==> src/rtl/fir_dec_fifo_pkg.sv <==
// Shared DSP constants and helpers for the FIR output stages.
// Holds sample width, FIFO depth, warm-up length and control state type.
package fir_dec_fifo_pkg;

    localparam int DSP_W      = 19;
    localparam int DSP_DEPTH  = 4;
    localparam int DSP_WARMUP = 3;
    localparam int DSP_CNT_W  = $clog2(DSP_DEPTH) + 1;

    typedef enum logic {
        ST_WARM,
        ST_RUN
    } dec_state_e;

    // Phase advance within a decimation period of length mm+1.
    function automatic logic [1:0] next_phase(
        input logic [1:0] ph,
        input logic [1:0] mm
    );
        return (ph == mm) ? 2'd0 : ph + 2'd1;
    endfunction

endpackage

==> src/rtl/fir_dec_fifo_sync_fifo.sv <==
// sync_fifo_fwft: first-word fall-through FIFO with registered storage.
// Ports: clk, rst, push/wdata, pop/rdata, count, full, empty.
module sync_fifo_fwft #(
    parameter int W     = 19,
    parameter int DEPTH = 4
) (
    input  logic                     clk,
    input  logic                     rst,
    input  logic                     push,
    input  logic [W-1:0]             wdata,
    input  logic                     pop,
    output logic [W-1:0]             rdata,
    output logic [$clog2(DEPTH):0]   count,
    output logic                     full,
    output logic                     empty
);

    localparam int AW = (DEPTH > 1) ? $clog2(DEPTH) : 1;
    localparam int CW = $clog2(DEPTH) + 1;

    logic [W-1:0]  mem [DEPTH];
    logic [AW-1:0] wptr;
    logic [AW-1:0] rptr;
    logic          do_wr;
    logic          do_rd;

    assign full  = (count == CW'(DEPTH));
    assign empty = (count == '0);

    // Guard against pops when empty and pushes when full without a pop.
    assign do_rd = pop && !empty;
    assign do_wr = push && (!full || do_rd);

    assign rdata = mem[rptr];

    always_ff @(posedge clk) begin
        if (do_wr) begin
            mem[wptr] <= wdata;
        end
    end

    always_ff @(posedge clk or posedge rst) begin
        if (rst) begin
            wptr  <= '0;
            rptr  <= '0;
            count <= '0;
        end else begin
            if (do_wr) begin
                wptr <= wptr + AW'(1);
            end
            if (do_rd) begin
                rptr <= rptr + AW'(1);
            end
            unique case ({do_wr, do_rd})
                2'b10:   count <= count + CW'(1);
                2'b01:   count <= count - CW'(1);
                default: count <= count;
            endcase
        end
    end

endmodule

==> src/rtl/fir_dec_fifo.sv <==
// FIR output warm-up discard, 1..4 decimation and FWFT output FIFO.
// Ports: clk, rst, in_valid/in_data, dec_m, out_valid/out_ready/out_data, count, ovf.
module fir_dec_fifo
    import fir_dec_fifo_pkg::*;
#(
    parameter int W      = DSP_W,
    parameter int DEPTH  = DSP_DEPTH,
    parameter int WARMUP = DSP_WARMUP
) (
    input  logic                   clk,
    input  logic                   rst,
    input  logic                   in_valid,
    input  logic [W-1:0]           in_data,
    input  logic [1:0]             dec_m,
    output logic                   out_valid,
    input  logic                   out_ready,
    output logic [W-1:0]           out_data,
    output logic [$clog2(DEPTH):0] count,
    output logic                   ovf
);

    localparam int WCW = $clog2(WARMUP + 2);
    localparam dec_state_e ST_INIT = (WARMUP == 0) ? ST_RUN : ST_WARM;

    dec_state_e     state;
    dec_state_e     state_n;
    logic [WCW-1:0] wcnt;
    logic [WCW-1:0] wcnt_n;
    logic [1:0]     phase;
    logic [1:0]     phase_n;
    logic [1:0]     m_reg;
    logic [1:0]     m_n;
    logic [1:0]     mval;
    logic           accept;
    logic           push;
    logic           pop;
    logic           full;
    logic           empty;

    always_ff @(posedge clk or posedge rst) begin
        if (rst) begin
            state <= ST_INIT;
            wcnt  <= '0;
            phase <= '0;
            m_reg <= '0;
        end else begin
            state <= state_n;
            wcnt  <= wcnt_n;
            phase <= phase_n;
            m_reg <= m_n;
        end
    end

    // A period begins at phase 0: that sample uses the live dec_m and
    // latches it, so later dec_m changes only affect the next period.
    always_comb begin
        state_n = state;
        wcnt_n  = wcnt;
        phase_n = phase;
        m_n     = m_reg;
        mval    = m_reg;
        accept  = 1'b0;
        unique case (state)
            ST_WARM: begin
                if (in_valid) begin
                    wcnt_n = wcnt + WCW'(1);
                    if (wcnt_n == WCW'(WARMUP)) begin
                        state_n = ST_RUN;
                    end
                end
            end
            ST_RUN: begin
                if (in_valid) begin
                    if (phase == 2'd0) begin
                        mval   = dec_m;
                        m_n    = dec_m;
                        accept = 1'b1;
                    end
                    phase_n = next_phase(phase, mval);
                end
            end
        endcase
    end

    assign out_valid = !empty;
    assign pop       = out_valid && out_ready;
    assign push      = accept && (!full || pop);

    always_ff @(posedge clk or posedge rst) begin
        if (rst) begin
            ovf <= 1'b0;
        end else if (accept && full && !pop) begin
            ovf <= 1'b1;
        end
    end

    sync_fifo_fwft #(
        .W     (W),
        .DEPTH (DEPTH)
    ) u_fifo (
        .clk   (clk),
        .rst   (rst),
        .push  (push),
        .wdata (in_data),
        .pop   (pop),
        .rdata (out_data),
        .count (count),
        .full  (full),
        .empty (empty)
    );

endmodule

==> config.mk <==
export PLATFORM = sky130hd
export DESIGN_NAME = fir_dec_fifo
export DESIGN_NICKNAME = d
export VERILOG_FILES = /design/src/rtl/fir_dec_fifo_pkg.sv /design/src/rtl/fir_dec_fifo_sync_fifo.sv /design/src/rtl/fir_dec_fifo.sv
export SDC_FILE = /design/constraint.sdc
export NUM_CORES = 1
export LEC_CHECK = 0
export BUFFER_PORTS_ARGS = -buffer_cell sky130_fd_sc_hd__clkbuf_2
export CAP_MARGIN = 20
export CELL_PAD_IN_SITES_DETAIL_PLACEMENT = 1
export CELL_PAD_IN_SITES_GLOBAL_PLACEMENT = 1
export CORE_ASPECT_RATIO = 1.2
export CORE_UTILIZATION = 44
export DETAILED_ROUTE_END_ITERATION = 16
export MAX_ROUTING_LAYER = met4
export PLACE_DENSITY_LB_ADDON = 0.1
export SYNTH_ARGS = -nofsm -noshare
export SYNTH_HDL_FRONTEND = slang
export SYNTH_SLANG_ARGS = --single-unit
==> constraint.sdc <==
create_clock -name clk -period 2.2 [get_ports clk]
set_clock_uncertainty 0.2 [all_clocks]
set_input_delay 0.44 -clock clk [delete_from_list [all_inputs] [get_ports clk]]
set_output_delay 0.44 -clock clk [all_outputs]
set_load 0.02 [all_outputs]
==> results of run 1 <==
-- layer usage --
layer  track usage  vias to the layer above
met5             -                        -
met4       0.08735                        0
met3       0.03586                       12
met2        0.3027                       40
met1        0.1766                      971
li1              -                      843
-- power groups by stage --
stage	Combinational (µW)	Sequential, µW	Clock [µW]
global route	2890	2460	1070
finish	2680	2420	980
floorplan	1480	2450	0
CTS	2330	2390	1020
global placement	2160	2400	0
detailed placement	2270	2430	0
-- cell usage after synthesis, drive strengths merged --
master	number
nor4b	1
a31oi	1
nand3	2
o21ai	1
nand2	3
nor2	3
inv	10
edfxtp	76
fa	1
mux2i	4
ha	8
and2	4
xor2	3
mux2	3
buf	3
or3	1
mux4	19
dfrtp	16
a221oi	1
a31o	1
nand2b	1
a41o	1
xnor2	9
clkbuf	1
o31a	1
nand3b	1
-- cells in the final DEF (no fill, tap or decap), types with 2 or more instances in the layout --
cell	n
and2_1	4
buf_12	6
buf_4	17
buf_6	19
clkbuf_1	2
clkbuf_2	29
clkbuf_8	9
clkinv_2	2
dfrtp_1	13
dfrtp_2	3
edfxtp_1	76
ha_1	6
inv_1	7
inv_2	3
inv_6	2
mux2_1	2
mux2i_1	4
mux4_2	19
nand2_1	3
nor2_1	2
xnor2_1	9
xor2_1	3
-- worst register-to-register path: cells and delay by family (launching register included) --
kind                     cells  cell delay (ps)
flip-flops                   1              440
buffers and inverters        2              120
XOR/XNOR                     2              290
AND/OR/NAND/NOR              3              550
adder cells (fa/ha/maj)      2              450
-- worst paths after layout --
kind | end | cells after the start | from | slack, ps
max in group asynchronous | u_fifo.count[2] | 3 | rst | 850
worst max-delay path | out_data[17] | 3 | u_fifo.rptr[0] | -110
worst min register to register | ovf | 1 | ovf | 280
worst min-delay path | u_fifo.mem[2][18] | 1 | in_data[18] | 100
min in group asynchronous | m_reg[1] | 3 | rst | 500
worst max register to register | u_fifo.count[2] | 9 | u_fifo.count[0] | 70
-- through the flow --
step / hold slack [ps] / TNS (ps) / area [µm²]
6_report: 103.6 / -1867 / 4568
2_1_floorplan: 153.7 / 0 / 3645
5_1_grt: 88.48 / -2817 / 4568
4_1_cts: 88.33 / -1785 / 4378
3_5_place_dp: 261.6 / -127.9 / 4163
3_3_place_gp: 260.3 / 0 / 4163
-- cell type report --
| class | count | area [µm²] | area share |
|---|---|---|---|
| flip-flops and latches | 92 | 2686 | 0.5881 |
| multi-input cells | 69 | 917.1 | 0.2008 |
| repair buffers | 73 | 641.9 | 0.1405 |
| clock buffers | 11 | 131.4 | 0.02876 |
| well taps | 95 | 118.9 | 0.02602 |
| inverters | 10 | 37.54 | 0.008217 |
| clock inverters | 5 | 35.03 | 0.007669 |
-- cells by family after synthesis --
group | count (synthesis) | share of synthesized area
flops | 92 | 0.7363
mux | 26 | 0.1387
simple gates | 16 | 0.03125
buf+inv | 14 | 0.01682
xor+xnor | 12 | 0.02885
fa+ha+maj | 9 | 0.03297
compound gates | 6 | 0.01511
-- what timing repair did --
action | in CTS | in global routing
pin swaps | 3 | 3
gates resized for setup | 3 | 66
endpoints found under the setup margin | 20 | 21
setup buffers | 4 | 3
gates cloned | 0 | 1
endpoints found under the hold margin | 16 | 0
hold buffers | 1 | 0
==> out/qor.csv, run 1 <==
stage;metric;value;unit
outcome;status;complete, but fails checks;
outcome;failing checks;negative setup slack;
final_layout;post-route core utilization;0.5666;
setup_path;critical path's top delay family;multiplexers;
clocking;htree depth;3;
drt;routed wl met2;3748;µm
clocking;clock root cell;clkbuf_8;
power_and_ir_drop;Seq pwr share;0.398;
final_layout;FILL cells;721;
floorplanning;row cnt;36;
sta;fin crit share;1.051;
drt;total routed wirelength;6639;µm
power_and_ir_drop;Leakage;0.001710;µW
sta;Final Hold Vio Count;0;
final_layout;Net count, final;289;
setup_path;CP Capture Type;output port;
sta;smallest setup slack after layout;-111.8;ps
power_and_ir_drop;Final Power;6078;µW
grt;antenna violations before repair;0;
drt;Final ANT Viol Nets;0;
clocking;Clk pin slew, worst setup/hold paths;90;ps
final_layout;Reg with most FFs;u_fifo.mem;
setup_path;Startpoint Class;flop;
sta;Least-Margin Pin Slew;633.8;ps
setup_path;crit path cell chain;clkbuf_16, mux4_2, buf_6;
power_and_ir_drop;Sw Ratio;0.3304;
drt;metal1 wirelength;2527;µm
floorplanning;Initial Util;0.4519;
sta;RSZ-0062 raised after global routing;yes;
final_layout;layout cells sized above 1;0.4654;
power_and_ir_drop;Clock Power Share;0.161;
place;Place WS;-127.9;ps
final_layout;Area Overhead vs Synth;25.38;%
logic_synthesis;Synth Area per Inst;20.82;µm²
drt;Top Metal Used;met4;
final_layout;max reg flops;76;
setup_path;max incr delay on CP;500;ps
floorplanning;die area;8650;µm²
job;maximum capacitance violations;0;
logic_synthesis;Yosys top cell area share;0.6264;
place;# port buffers;48;
drt;vias per cell;5.256;
logic_synthesis;synth unique cells;30;
place;gp weighted congestion;0.7132;
logic_synthesis;yosys warns;0;
logic_synthesis;Cells after Synth;175;
floorplanning;area of the core;8063;µm²
final_layout;diode count;0;
logic_synthesis;main area contributors after synthesis;edfxtp_1 63%, mux4_2 12%, dfrtp_1 11%, ha_1 2.7%, xnor2_1 2.2%;
place;DP HPWL;4446;µm
sta;Final setup viols;19;
clocking;clk buf depth;2;
clocking;CTS tree;built;
clocking;Clk Latency, worst-skew pair;350;ps
power_and_ir_drop;Power Internal;4070;µW
clocking;CTS Buf Count;9;
logic_synthesis;register area share after synthesis;0.7363;
sta;Rel. slew slack;0.5770;
grt;pin count of the biggest net entering global routing;20;
drt;drt drc;0;
grt;total track usage;0.1696;
final_layout;Finished Layout Cells;355;
sta;Pins Over Slew Limit;0;
setup_path;CP Class;reg2out;
grt;vias in the first global route;2072;
drt;met3 wire len;216;µm
grt;first-pass GRT wire length;10250;µm
sta;min cycle time layout;2312;ps
setup_path;crit path DAT;1670;ps
drt;Pre-antenna DRT Iters;4;
power_and_ir_drop;Pwr Density;1331;nW/µm²
setup_path;crit-path max FO;6;
min_path;HP Class;in2reg;
power_and_ir_drop;logic gate share of total power;0.440;
power_and_ir_drop;Net Sw Power;2008;µW
logic_synthesis;FF+latch count, synth;92;
logic_synthesis;area of the mapped netlist;3643;µm²
sta;Max Fclk;432.6;MHz
drt;via count;1866;
logic_synthesis;Post-Syn Nets;209;
setup_path;Buf+Inv Stages, Crit Path;2;
power_and_ir_drop;Worst VDD drop;0.8891;mV
grt;GRT Residual Overflow;0;
final_layout;Largest regs;u_fifo.mem (76), u_fifo.count (3), wcnt (3);
setup_path;worst path required time;1560;ps
clocking;clock sink total;92;
floorplanning;Die Y;101.7;µm
drt;WL per Instance;18.70;µm
drt;drt first-iter violations;67;
logic_synthesis;dominant cell type by area after synthesis;edfxtp_1;
floorplanning;Top Ports;49;
place;Post-Place Cells;330;
floorplanning;die extent in x;85.07;µm
setup_path;Critical Path Slowest Stage Cell;mux4_2;
(Power assumes the default switching activity.)
==> run 2: changes to the inputs <==
--- a/config.mk
+++ b/config.mk
@@ -5,12 +5,13 @@
 export SDC_FILE = /design/constraint.sdc
 export NUM_CORES = 1
 export LEC_CHECK = 0
+export ABC_AREA = 1
 export BUFFER_PORTS_ARGS = -buffer_cell sky130_fd_sc_hd__clkbuf_2
 export CAP_MARGIN = 20
 export CELL_PAD_IN_SITES_DETAIL_PLACEMENT = 1
 export CELL_PAD_IN_SITES_GLOBAL_PLACEMENT = 1
 export CORE_ASPECT_RATIO = 1.2
-export CORE_UTILIZATION = 44
+export CORE_UTILIZATION = 42
 export DETAILED_ROUTE_END_ITERATION = 16
 export MAX_ROUTING_LAYER = met4
 export PLACE_DENSITY_LB_ADDON = 0.1
==> out/qor.csv, run 2 <==
stage;metric;value;unit
setup_path;CP Capture Type;output port;
setup_path;worst path required time;1560;ps
logic_synthesis;dominant cell type by area after synthesis;edfxtp_1;
place;gp weighted congestion;0.7226;
sta;smallest setup slack after layout;61.92;ps
sta;WHS;102.8;ps
power_and_ir_drop;Worst VDD drop;0.5931;mV
drt;drt first-iter violations;54;
sta;min cycle time layout;2138;ps
sta;Final setup viols;0;
floorplanning;die area;9324;µm²
logic_synthesis;main area contributors after synthesis;edfxtp_1 61%, dfrtp_1 11%, nor2_1 4.7%, o21ai_0 4.3%, o22ai_1 3.2%;
clocking;CTS Buf Count;9;
floorplanning;Initial Util;0.4361;
logic_synthesis;register area share after synthesis;0.7144;
logic_synthesis;FF+latch count, synth;92;
outcome;status;complete, no violations;
grt;GRT Residual Overflow;0;
final_layout;diode count;0;
setup_path;reg2reg start;phase[1];
logic_synthesis;Cells after Synth;293;
sta;fin crit share;0.9719;
floorplanning;Die Y;105.6;µm
setup_path;register-to-register setup slack;130;ps
grt;total track usage;0.1878;
drt;Top Metal Used;met4;
grt;first-pass GRT wire length;12350;µm
logic_synthesis;Yosys top cell area share;0.6078;
setup_path;Startpoint Class;flop;
logic_synthesis;area of the mapped netlist;3755;µm²
final_layout;Net count, final;396;
place;# port buffers;48;
sta;Max Fclk;467.7;MHz
logic_synthesis;most frequent cell after synthesis;edfxtp_1;
power_and_ir_drop;Net Sw Power;2297;µW
sta;RSZ-0062 raised after global routing;yes;
logic_synthesis;Post-synth top cells;76 x edfxtp_1, 47 x nor2_1, 32 x o21ai_0;
clocking;Clk pin slew, worst setup/hold paths;80;ps
drt;Pre-antenna DRT Iters;5;
drt;vias per cell;4.917;
drt;drt drc;0;
job;maximum capacitance violations;0;
drt;metal1 wirelength;3121;µm
min_path;hold path depth;1;
setup_path;Reg2Reg Depth;11;
setup_path;crit path DAT;1500;ps
setup_path;r2r endpoint;u_fifo.count[2];
clocking;CTS tree;built;
logic_synthesis;EDFF count, synth;76;
power_and_ir_drop;Pwr Density;1331;nW/µm²
final_layout;layout cells sized above 1;0.2943;
setup_path;crit-path max FO;17;
place;DP HPWL;5240;µm
grt;pin count of the biggest net entering global routing;23;
drt;total routed wirelength;7438;µm
power_and_ir_drop;Sw Ratio;0.3808;
drt;via count;2380;
final_layout;commonest non-fill, non-tap cells in the layout;76 x edfxtp_1, 42 x nor2_1, 35 x clkbuf_2, 28 x o21ai_0, 26 x nand2_1;
logic_synthesis;Synth Flop Type;edfxtp_1;
min_path;Hold Crit Start;in_data[8];
floorplanning;die extent in x;88.32;µm
grt;antenna violations before repair;0;
floorplanning;Top Ports;49;
min_path;HP Class;in2reg;
logic_synthesis;Post-Syn Nets;327;
clocking;clock root cell;clkbuf_8;
power_and_ir_drop;logic gate share of total power;0.439;
floorplanning;row cnt;37;
power_and_ir_drop;Seq pwr share;0.389;
power_and_ir_drop;Clock Power Share;0.172;
final_layout;commonest non-fill, non-tap cell in the layout;edfxtp_1;
clocking;clk buf depth;2;
setup_path;CP Class;reg2out;
power_and_ir_drop;Leakage;0.001763;µW
final_layout;max reg flops;76;
clocking;clock sink total;92;
drt;WL per Instance;15.37;µm
clocking;htree depth;3;
sta;Rel. slew slack;0.5667;
clocking;Clk Latency, worst-skew pair;350;ps
final_layout;Largest regs;u_fifo.mem (76), u_fifo.count (3), wcnt (3);
final_layout;Reg with most FFs;u_fifo.mem;
sta;Pins Over Slew Limit;0;
floorplanning;area of the core;8611;µm²
logic_synthesis;synth unique cells;30;
drt;met3 wire len;224;µm
sta;Least-Margin Pin Slew;649.2;ps
logic_synthesis;yosys warns;0;
grt;vias in the first global route;2552;
min_path;worst hold endpoint;u_fifo.mem[0][8];
final_layout;Finished Layout Cells;484;
logic_synthesis;share of flip-flops with an asynchronous set or reset;0.1739;
final_layout;Area Overhead vs Synth;20.69;%
drt;Final ANT Viol Nets;0;
place;Place WS;28.80;ps
power_and_ir_drop;Power Internal;3736;µW
place;Post-Place Cells;465;
logic_synthesis;Synth Area per Inst;12.82;µm²
sta;Final Hold Vio Count;0;
drt;routed wl met2;3910;µm
## run 2: changes by cell type after synthesis, sizes merged, moves of 12 or more
cell   delta
inv      +12
o22ai    +19
o21ai    +42
nor2     +48
mux4     -19
nand2    +28
## run 2: worst max-delay path by stage
stage	start	endpoint	slack (ps)	depth (start not counted)
floorplan	phase[0]	u_fifo.mem[0][0]	-190	6
global placement	out_ready	u_fifo.count[2]	90	10
detailed placement	out_ready	u_fifo.count[2]	30	10
CTS	u_fifo.rptr[0]	out_data[2]	0.9	5
global route	u_fifo.rptr[0]	out_data[7]	-6	5
finish	u_fifo.rptr[0]	out_data[13]	60	5
## run 2: critical path, stage by stage (launching register included)
cell	delay [ps]
dfrtp_2	450
inv_4	110
buf_12	150
nor2_1	50
o22ai_1	170
clkbuf_2	200
## run 2: timing repair
| item | in CTS | in global routing |
|---|---|---|
| setup endpoints to repair | 16 | 14 |
| resized for setup | 10 | 28 |
| pin swaps | 0 | 1 |
| hold endpoints to repair | 16 | 0 |
| hold buffers | 1 | 0 |
| gates cloned | 0 | 0 |
| setup buffers | 2 | 0 |
## run 2: area by class of cell
class	instances	area (µm²)
fillers	944	4079
flip-flops and latches	92	2684
multi-input cells	167	958.4
repair buffers	70	474.2
clock buffers	15	176.4
well taps	117	146.4
inverters	22	87.58
clock inverters	1	5.005
## run 2: logic make-up after synthesis
kind of cell             share of synthesized area
flip-flops                                  0.7144
AND/OR/NAND/NOR                             0.1026
AO/OA/AOI/OAI                              0.09497
buffers and inverters                      0.03932
adder cells (fa/ha/maj)                    0.03199
XOR/XNOR                                   0.01366
multiplexers                              0.002999
## run 2: metrics by stage
step / area (µm²) / utilization / TNS, ps / total power (µW)
finish: 4532 / 0.5263 / 0 / 6033
detailed placement: 4257 / 0.4943 / 0 / 4892
global placement: 4257 / 0.4943 / 0 / 4830
floorplan: 3757 / - / -14230 / 3998
CTS: 4493 / 0.5218 / 0 / 6021
global route: 4532 / 0.5263 / -11.09 / 6451
## run 2: routing by layer
layer | up-vias | global-route usage
li1 | 1163 | -
met1 | 1162 | 0.2098
met2 | 40 | 0.3137
met3 | 15 | 0.03837
met4 | 0 | 0.09562
met5 | - | -
## run 2: power by group through the flow
stage	clock [µW]	sequential (µW)	combinational, µW
finish	1040	2350	2650
global route	1120	2380	2950
CTS	1070	2350	2600
detailed placement	0	2370	2520
global placement	0	2360	2470
floorplan	0	2400	1600
